**src/rtl/types_pkg.sv**
```systemverilog
// Shared types for the fetch/LSU memory port arbiter.
package types_pkg;

  typedef enum logic [1:0] {
    IDLE,
    REQ,
    RESP
  } arb_state_t;

  typedef enum logic {
    OWN_IF,
    OWN_DM
  } arb_owner_t;

  localparam int unsigned STARVE_W = 4;

endpackage

```
**src/rtl/mem_arb_prio.sv**
```systemverilog
// Winner selection between fetch and data requesters, with a starvation
// counter that lets a waiting fetch through after IF_STARVE_MAX data wins.
module mem_arb_prio
  import types_pkg::*;
#(
  parameter int unsigned IF_STARVE_MAX = 4
) (
  input  logic       clk,
  input  logic       rst_n,
  input  logic       if_req,
  input  logic       dm_req,
  input  logic       idle,
  output arb_owner_t winner,
  output logic       if_gnt,
  output logic       dm_gnt
);

  logic [STARVE_W-1:0] starve_cnt;
  logic                starved;

  always_comb begin
    starved = (starve_cnt == STARVE_W'(IF_STARVE_MAX));
    winner  = (dm_req && !(if_req && starved)) ? OWN_DM : OWN_IF;
    if_gnt  = idle && if_req && (winner == OWN_IF);
    dm_gnt  = idle && dm_req && (winner == OWN_DM);
  end

  // The counter only rises while a fetch is actually waiting; the starved
  // compare blocks further data grants once it saturates.
  always_ff @(posedge clk) begin
    if (!rst_n) begin
      starve_cnt <= '0;
    end else if (if_gnt || (idle && !if_req)) begin
      starve_cnt <= '0;
    end else if (dm_gnt && if_req && !starved) begin
      starve_cnt <= starve_cnt + STARVE_W'(1);
    end
  end

endmodule

```
**src/rtl/mem_port_arbiter.sv**
```systemverilog
// Shares one single-port memory between instruction fetch and load/store,
// tracking a single outstanding transaction with a response timeout.
module mem_port_arbiter
  import types_pkg::*;
#(
  parameter int unsigned ADDR_W        = 32,
  parameter int unsigned DATA_W        = 32,
  parameter int unsigned IF_STARVE_MAX = 4,
  parameter int unsigned TIMEOUT_CYC   = 64
) (
  input  logic                clk,
  input  logic                rst_n,
  input  logic                if_req_i,
  input  logic [ADDR_W-1:0]   if_addr_i,
  output logic                if_gnt_o,
  output logic                if_rvalid_o,
  output logic [DATA_W-1:0]   if_rdata_o,
  output logic                if_err_o,
  input  logic                dm_req_i,
  input  logic                dm_we_i,
  input  logic [DATA_W/8-1:0] dm_be_i,
  input  logic [ADDR_W-1:0]   dm_addr_i,
  input  logic [DATA_W-1:0]   dm_wdata_i,
  output logic                dm_gnt_o,
  output logic                dm_rvalid_o,
  output logic [DATA_W-1:0]   dm_rdata_o,
  output logic                dm_err_o,
  output logic                mem_req_o,
  output logic                mem_we_o,
  output logic [DATA_W/8-1:0] mem_be_o,
  output logic [ADDR_W-1:0]   mem_addr_o,
  output logic [DATA_W-1:0]   mem_wdata_o,
  input  logic                mem_gnt_i,
  input  logic                mem_rvalid_i,
  input  logic [DATA_W-1:0]   mem_rdata_i
);

  localparam int unsigned BE_W = DATA_W / 8;

  arb_state_t          state, state_nxt;
  arb_owner_t          owner_q, winner;
  logic                we_q;
  logic [BE_W-1:0]     be_q;
  logic [ADDR_W-1:0]   addr_q;
  logic [DATA_W-1:0]   wdata_q;
  logic [31:0]         tcnt;
  logic                ready_q;
  logic                out_en;
  logic                idle;
  logic                if_gnt, dm_gnt;
  logic                done, abort, timed_out;

  // Outputs stay quiet while reset is low and for the first cycle after it.
  assign out_en = rst_n && ready_q;
  assign idle   = out_en && (state == IDLE);

  mem_arb_prio #(
    .IF_STARVE_MAX(IF_STARVE_MAX)
  ) u_prio (
    .clk   (clk),
    .rst_n (rst_n),
    .if_req(if_req_i),
    .dm_req(dm_req_i),
    .idle  (idle),
    .winner(winner),
    .if_gnt(if_gnt),
    .dm_gnt(dm_gnt)
  );

  assign if_gnt_o = if_gnt;
  assign dm_gnt_o = dm_gnt;

  always_comb begin
    state_nxt   = state;
    mem_req_o   = 1'b0;
    mem_we_o    = 1'b0;
    mem_be_o    = '0;
    mem_addr_o  = '0;
    mem_wdata_o = '0;
    done        = 1'b0;
    abort       = 1'b0;
    timed_out   = (TIMEOUT_CYC != 0) && (tcnt == 32'(TIMEOUT_CYC - 1));

    if (out_en) begin
      case (state)
        IDLE: begin
          if (if_gnt || dm_gnt) state_nxt = REQ;
        end
        REQ: begin
          mem_req_o   = 1'b1;
          mem_we_o    = we_q;
          mem_be_o    = be_q;
          mem_addr_o  = addr_q;
          mem_wdata_o = wdata_q;
          // A response coinciding with the grant completes immediately;
          // a response without the grant is not ours and is ignored.
          if (mem_gnt_i && mem_rvalid_i) begin
            done      = 1'b1;
            state_nxt = IDLE;
          end else if (timed_out) begin
            abort     = 1'b1;
            state_nxt = IDLE;
          end else if (mem_gnt_i) begin
            state_nxt = RESP;
          end
        end
        RESP: begin
          if (mem_rvalid_i) begin
            done      = 1'b1;
            state_nxt = IDLE;
          end else if (timed_out) begin
            abort     = 1'b1;
            state_nxt = IDLE;
          end
        end
        default: state_nxt = IDLE;
      endcase
    end

    if_rvalid_o = (done || abort) && (owner_q == OWN_IF);
    if_err_o    = abort && (owner_q == OWN_IF);
    if_rdata_o  = (done && owner_q == OWN_IF) ? mem_rdata_i : '0;
    dm_rvalid_o = (done || abort) && (owner_q == OWN_DM);
    dm_err_o    = abort && (owner_q == OWN_DM);
    dm_rdata_o  = (done && owner_q == OWN_DM && !we_q) ? mem_rdata_i : '0;
  end

  always_ff @(posedge clk) begin
    if (!rst_n) begin
      state   <= IDLE;
      owner_q <= OWN_IF;
      we_q    <= 1'b0;
      be_q    <= '0;
      addr_q  <= '0;
      wdata_q <= '0;
      tcnt    <= '0;
      ready_q <= 1'b0;
    end else begin
      ready_q <= 1'b1;
      state   <= state_nxt;
      if (if_gnt || dm_gnt) begin
        owner_q <= winner;
        if (winner == OWN_DM) begin
          we_q    <= dm_we_i;
          be_q    <= dm_be_i;
          addr_q  <= dm_addr_i;
          wdata_q <= dm_wdata_i;
        end else begin
          we_q    <= 1'b0;
          be_q    <= '1;
          addr_q  <= if_addr_i;
          wdata_q <= '0;
        end
      end
      if (state == IDLE) tcnt <= '0;
      else               tcnt <= tcnt + 32'd1;
    end
  end

endmodule

```
**config.mk**
```make
export PLATFORM = sky130hd
export DESIGN_NAME = mem_port_arbiter
export DESIGN_NICKNAME = d
export VERILOG_FILES = /design/src/rtl/types_pkg.sv /design/src/rtl/mem_arb_prio.sv /design/src/rtl/mem_port_arbiter.sv
export SDC_FILE = /design/constraint.sdc
export NUM_CORES = 1
export LEC_CHECK = 0
export CELL_PAD_IN_SITES_DETAIL_PLACEMENT = 1
export CELL_PAD_IN_SITES_GLOBAL_PLACEMENT = 1
export CORE_ASPECT_RATIO = 1.4
export CORE_MARGIN = 10
export CORE_UTILIZATION = 26
export DETAILED_ROUTE_END_ITERATION = 7
export GPL_TIMING_DRIVEN = 0
export PLACE_DENSITY = 0.78
export SLEW_MARGIN = 5
export SYNTH_ARGS = -nofsm -noshare
export SYNTH_HDL_FRONTEND = slang
export SYNTH_SLANG_ARGS = --single-unit
```
**constraint.sdc**
```tcl
create_clock -name clk -period 2.09 [get_ports clk]
set_input_delay 0.418 -clock clk [delete_from_list [all_inputs] [get_ports clk]]
set_output_delay 0.418 -clock clk [all_outputs]
set_load 0.01 [all_outputs]
```
* Yosys cells after proc, flatten, opt, wreduce, memory -nomap -nowiden
Cells that the tools add are included.
Word-level totals: register bits 109, word-level logic and storage cells 85
Cells by class: add/sub/neg operators 2, eq/ne operators 7, muxes and demuxes 34, bitwise operators 3, reductions and logical operators 30
Operators by type and width (count):
- $mux W32 | 8
- $add A32 B1 Y32 const B | 1
- $eq A32 B6 Y1 const B | 1
- $logic_and A1 B1 Y1 | 19
- $mux W1 | 14
- $mux W2 | 6
- $mux W4 | 3
- $pmux W2 S3 | 1
- $add A4 B1 Y4 const B | 1
- $eq A4 B3 Y1 const B | 1
- $logic_not A1 Y1 | 4
- $ne A4 B4 Y1 const B | 1
- $pmux W1 S2 | 2
- $reduce_and A4 Y1 | 1
- $reduce_or A2 Y1 | 2
- $logic_or A1 B1 Y1 | 3
- $ne A3 B3 Y1 const B | 1
- $not A1 Y1 | 3
- $eq A2 B1 Y1 const B | 1
- $eq A2 B2 Y1 const B | 1
- $logic_not A2 Y1 | 1
- $ne A2 B1 Y1 const B | 1

* Depth between registers and ports, before layout
depth after elaboration 10, depth in mapped cells 10, depth with buffers taken out 8

* Hierarchy
Synthesis repeated with hierarchy kept, for this count alone.
Second synthesis, totals: cells, all modules 687, area total of the unflattened synthesis 5785.5 um^2
Modules (own cells, without submodules):
- mem_port_arbiter | instances 1, cells each 655, area an instance 5521.5 um^2, seq. area each 2102.0 um^2
- mem_arb_prio | instances 1, cells each 32, area an instance 264.0 um^2, seq. area each 80.1 um^2

* Worst setup path after synthesis
No wires, ideal clock.
path kind reg-to-output, start point register state[1], end point output port dm_rdata_o[10], data arrival time 1.816 ns, required time 1.672 ns, path slack -0.144 ns, cell stages (with the launch flop) 8, cells stage by stage dfxtp_1 > inv_1 > ha_1 > nand3_1 > or3b_1 > nor3b_2 > clkbuf_1 > and2_1
Between the ends: cells in the longest elaborated chain, start to end 6
RTL lines:
- from (decl) | RTL line mem_port_arbiter.sv:40 | arb_state_t state, state_nxt;
- from (signal assigned) | RTL line mem_port_arbiter.sv:140 | state <= state_nxt;
- $eq A2 B2 Y1 or $eq A2 B1 Y1 (tied branches) | RTL line mem_port_arbiter.sv:85 | case (state)
- $pmux W1 S2 * | RTL line mem_port_arbiter.sv:85
- $mux W1 * | RTL line mem_port_arbiter.sv:84 | if (out_en) begin
- $logic_and A1 B1 Y1 * (2 in series) | RTL line mem_port_arbiter.sv:125 | dm_rdata_o = (done && owner_q == OWN_DM && !we_q) ? mem_rdata_i : '0;
- $mux W32 * | RTL line mem_port_arbiter.sv:125
- to (decl) | RTL line mem_port_arbiter.sv:26 | output logic [DATA_W-1:0] dm_rdata_o,
Mark *: on every way between the ends. The rest lies on a longest branch, timed or not.

* Worst setup path in the final report
start point register state[1], end point output port dm_rdata_o[7]
Same word-level chain as after synthesis.

==> flow_summary.ini <==
[timing]
drv_slew = 0
setup_ws_ns = -0.577
whs_ns = 0.456
rsz0062_at_grt = yes
worst_pin_slew_ns = 0.601
finalHoldViolations = 0
fmax_mhz = 375
slew_headroom_pct = 59.9
finalClockSkew_ns = 0.00833
setup_viol = 139
fin_crit_sh_pct = 128
post-route-min-period_ns = 2.67

[finish]
drive_gt1_share_pct = 32.0
final_cell_mix = clkdlybuf4s50_1 (137), dfxtp_1 (97), and2_1 (91)
post-route-util_pct = 45.7
final_nets = 1143
final_common_cell = clkdlybuf4s50_1
fillers = 2515
final_area_sq_um = 9950
area_growth_pct = 74.2

[pwr]
power_density_nw_per_um2 = 466
ir_worst_vdd_uv = 363
p_leak_uw = 0.00411

[yosys]
synth-seq-cells = 109
synth_flop_cell = dfxtp_1
synth-edff-count = 0
netlist_area_sq_um = 5710
yosys.area.top_type = dfxtp_1
synth_top_area_share_pct = 38.2
async_flop_share_pct = 0
synth_area_leaders = dfxtp_1 (38%), and2_1 (15%), mux2i_1 (6.7%)
synthCells = 681
synth_warnings = 0
synth_cell_types = 57
syn_nets = 827
ys_seq_area_share_pct = 38.2
avgSynthCellArea_sq_um = 8.38

[clock_network]
cts_sinks = 109
cts-htree-levels = 3
clock_latency_ns = 0.35
ctsHoldBuffers = 0
clk_pin_slew_ns = 0.07
cts_tree = yes
cts_buffer_depth = 2
clock-root-buffer = clkbuf_16
cts_buffers = 9

[floorplanning]
die_h_microns = 195
start_util_pct = 26.2
boundaryPins = 279
rows = 64
core_sq_um = 21800
die_x_microns = 145
dieArea_sq_um = 28400

[critical_path]
max_stage_delay_ns = 0.42
cp.arrival_ns = 2.25
cp_max_fo = 8
setup.worst_path.start = state[1]
worstReg2RegStart = tcnt[12]
critPathKind = reg2out
critPathRequiredTime_ns = 1.67
setup.worst_path.end_class = primary output
crit_chain = inv_4, ha_4, nand3_4, or3b_4, nor3b_4, buf_6, buf_8, and2_4, buf_6
slowest_stage = or3b_4
critPathMostFrequentCell = buf_6
crit_path_start_kind = flop

[global_route]
grt_overflow = 0
antenna_found_initial = 1
grt_max_degree = 19
grt_pass1_vias = 6616
grt.total_usage_pct = 16.2
grt_pass1_wl_mm = 37.4

[worst_hold_path]
worstHoldStart = rst_n
hold_class = in2reg

[route]
via_per_inst = 4.71
drc = 0
drt_first_iter_violations = 228
final_antenna_net_count = 0
totalWireLength_mm = 24.7
firstDrtPassIters = 4
num_vias = 6124
wl_per_cell_microns = 19.0

[placed_design]
place_area_sq_um = 8870
place_ws_ns = -1.45
port_buffers = 276
gp_congestion = 0.792
dpl.hpwl_mm = 18.6

[run_status]
violations = negative setup slack
status = complete, but fails checks

[job]
maxCapViolations = 0
==> cells in the mapped netlist, types with 2 or more instances <==
library cell  instances
a21oi_1              48
a22oi_1              33
and2_1              140
and3_1                6
and4_1                3
buf_1                 4
buf_2                12
buf_6                 2
clkbuf_1             36
dfxtp_1             109
ha_1                  7
inv_1                11
mux2_2                3
mux2i_1              38
nand2_1              21
nand2b_1              4
nand3_1              18
nand4_1               6
nand4_2               2
nor2_1               55
nor3_1                4
nor4_1               11
o21ai_0              36
o221a_2               4
o311ai_0              4
o31ai_1               6
o41ai_1               5
or2_2                10
or4_1                 7
xnor2_1               4
xor2_1                6
==> metrics by stage <==
step,total power (uW),std cells,setup TNS [ns]
3_3_place_gp,2860,1254,-195.10
4_1_cts,4670,1293,-64.48
5_1_grt,4830,1298,-57.59
6_report,4630,1299,-47.52
3_5_place_dp,2880,1254,-197.45
2_1_floorplan,2490,681,-0.211
==> repair_timing <==
action,4_1_cts,5_1_grt
setup endpoints to repair,190,163
pin swaps,43,13
endpoints found under the hold margin,0,0
cloned,5,1
buffers inserted,24,4
gates resized for setup,535,138
==> layout make-up <==
class | instances | area [sq um] | share of cell area [%]
Inverter | 12 | 52.6 | 0.528
Sequential cell | 109 | 2200 | 22.1
Tap cell | 297 | 372 | 3.74
Antenna cell | 1 | 2.50 | 0.0252
Clock inverter | 6 | 71.3 | 0.717
Multi-Input combinational cell | 505 | 3570 | 35.9
Buffer | 50 | 387 | 3.89
Clock buffer | 9 | 225 | 2.26
Timing Repair Buffer | 310 | 3070 | 30.8
==> logic make-up (layout without fill, tap and decap cells) <==
kind of cell	Yosys count	count (layout)	share of synthesized area [%]
flops	109	109	38.2
buf+inv	67	387	4.95
other cells	0	1	0
compound gates	145	145	15.9
fa+ha+maj	7	7	1.53
simple gates	302	302	30.6
mux	41	41	7.25
xor+xnor	10	10	1.53
==> metal layers <==
layer / up-vias / part of all wire, % / track usage [%]
li1: 2997 / - / -
met1: 2950 / 38 / 16.7
met2: 147 / 55 / 31.2
met3: 30 / 5.1 / 4.30
met4: 0 / 2.5 / 4.77
met5: - / 0 / 0
==> flip-flops by register name (all words and copies together) (netlist names) <==
name	flops
ready_q	1
tcnt	32
wdata_q	32
u_prio.starve_cnt	4
we_q	1
be_q	4
state	2
owner_q	1
addr_q	32
==> critical path: cells and delay by family, from the launching register on <==
kind / cells / cell delay, ns
AND/OR/NAND/NOR: 4 / 0.81
adder cells (fa/ha/maj): 1 / 0.27
flip-flops: 1 / 0.35
buffers and inverters: 4 / 0.48
==> path summary, 6_finish.rpt <==
path | endpoint | slack (ns) | cells past startpoint
worst max-delay path | dm_rdata_o[7] | -0.58 | 9
worst min-delay path | ready_q | 0.46 | 1
worst max register to register | tcnt[24] | 0.20 | 5
worst min register to register | u_prio.starve_cnt[3] | 0.48 | 1
==> where the power goes <==
part	switching [uW]	internal [uW]	leakage, uW
Sequential	40.8	2150	0.000893
Combinational	291	395	0.00307
Clock	815	937	0.000144
No activity file was read; power rests on OpenSTA's default activity.
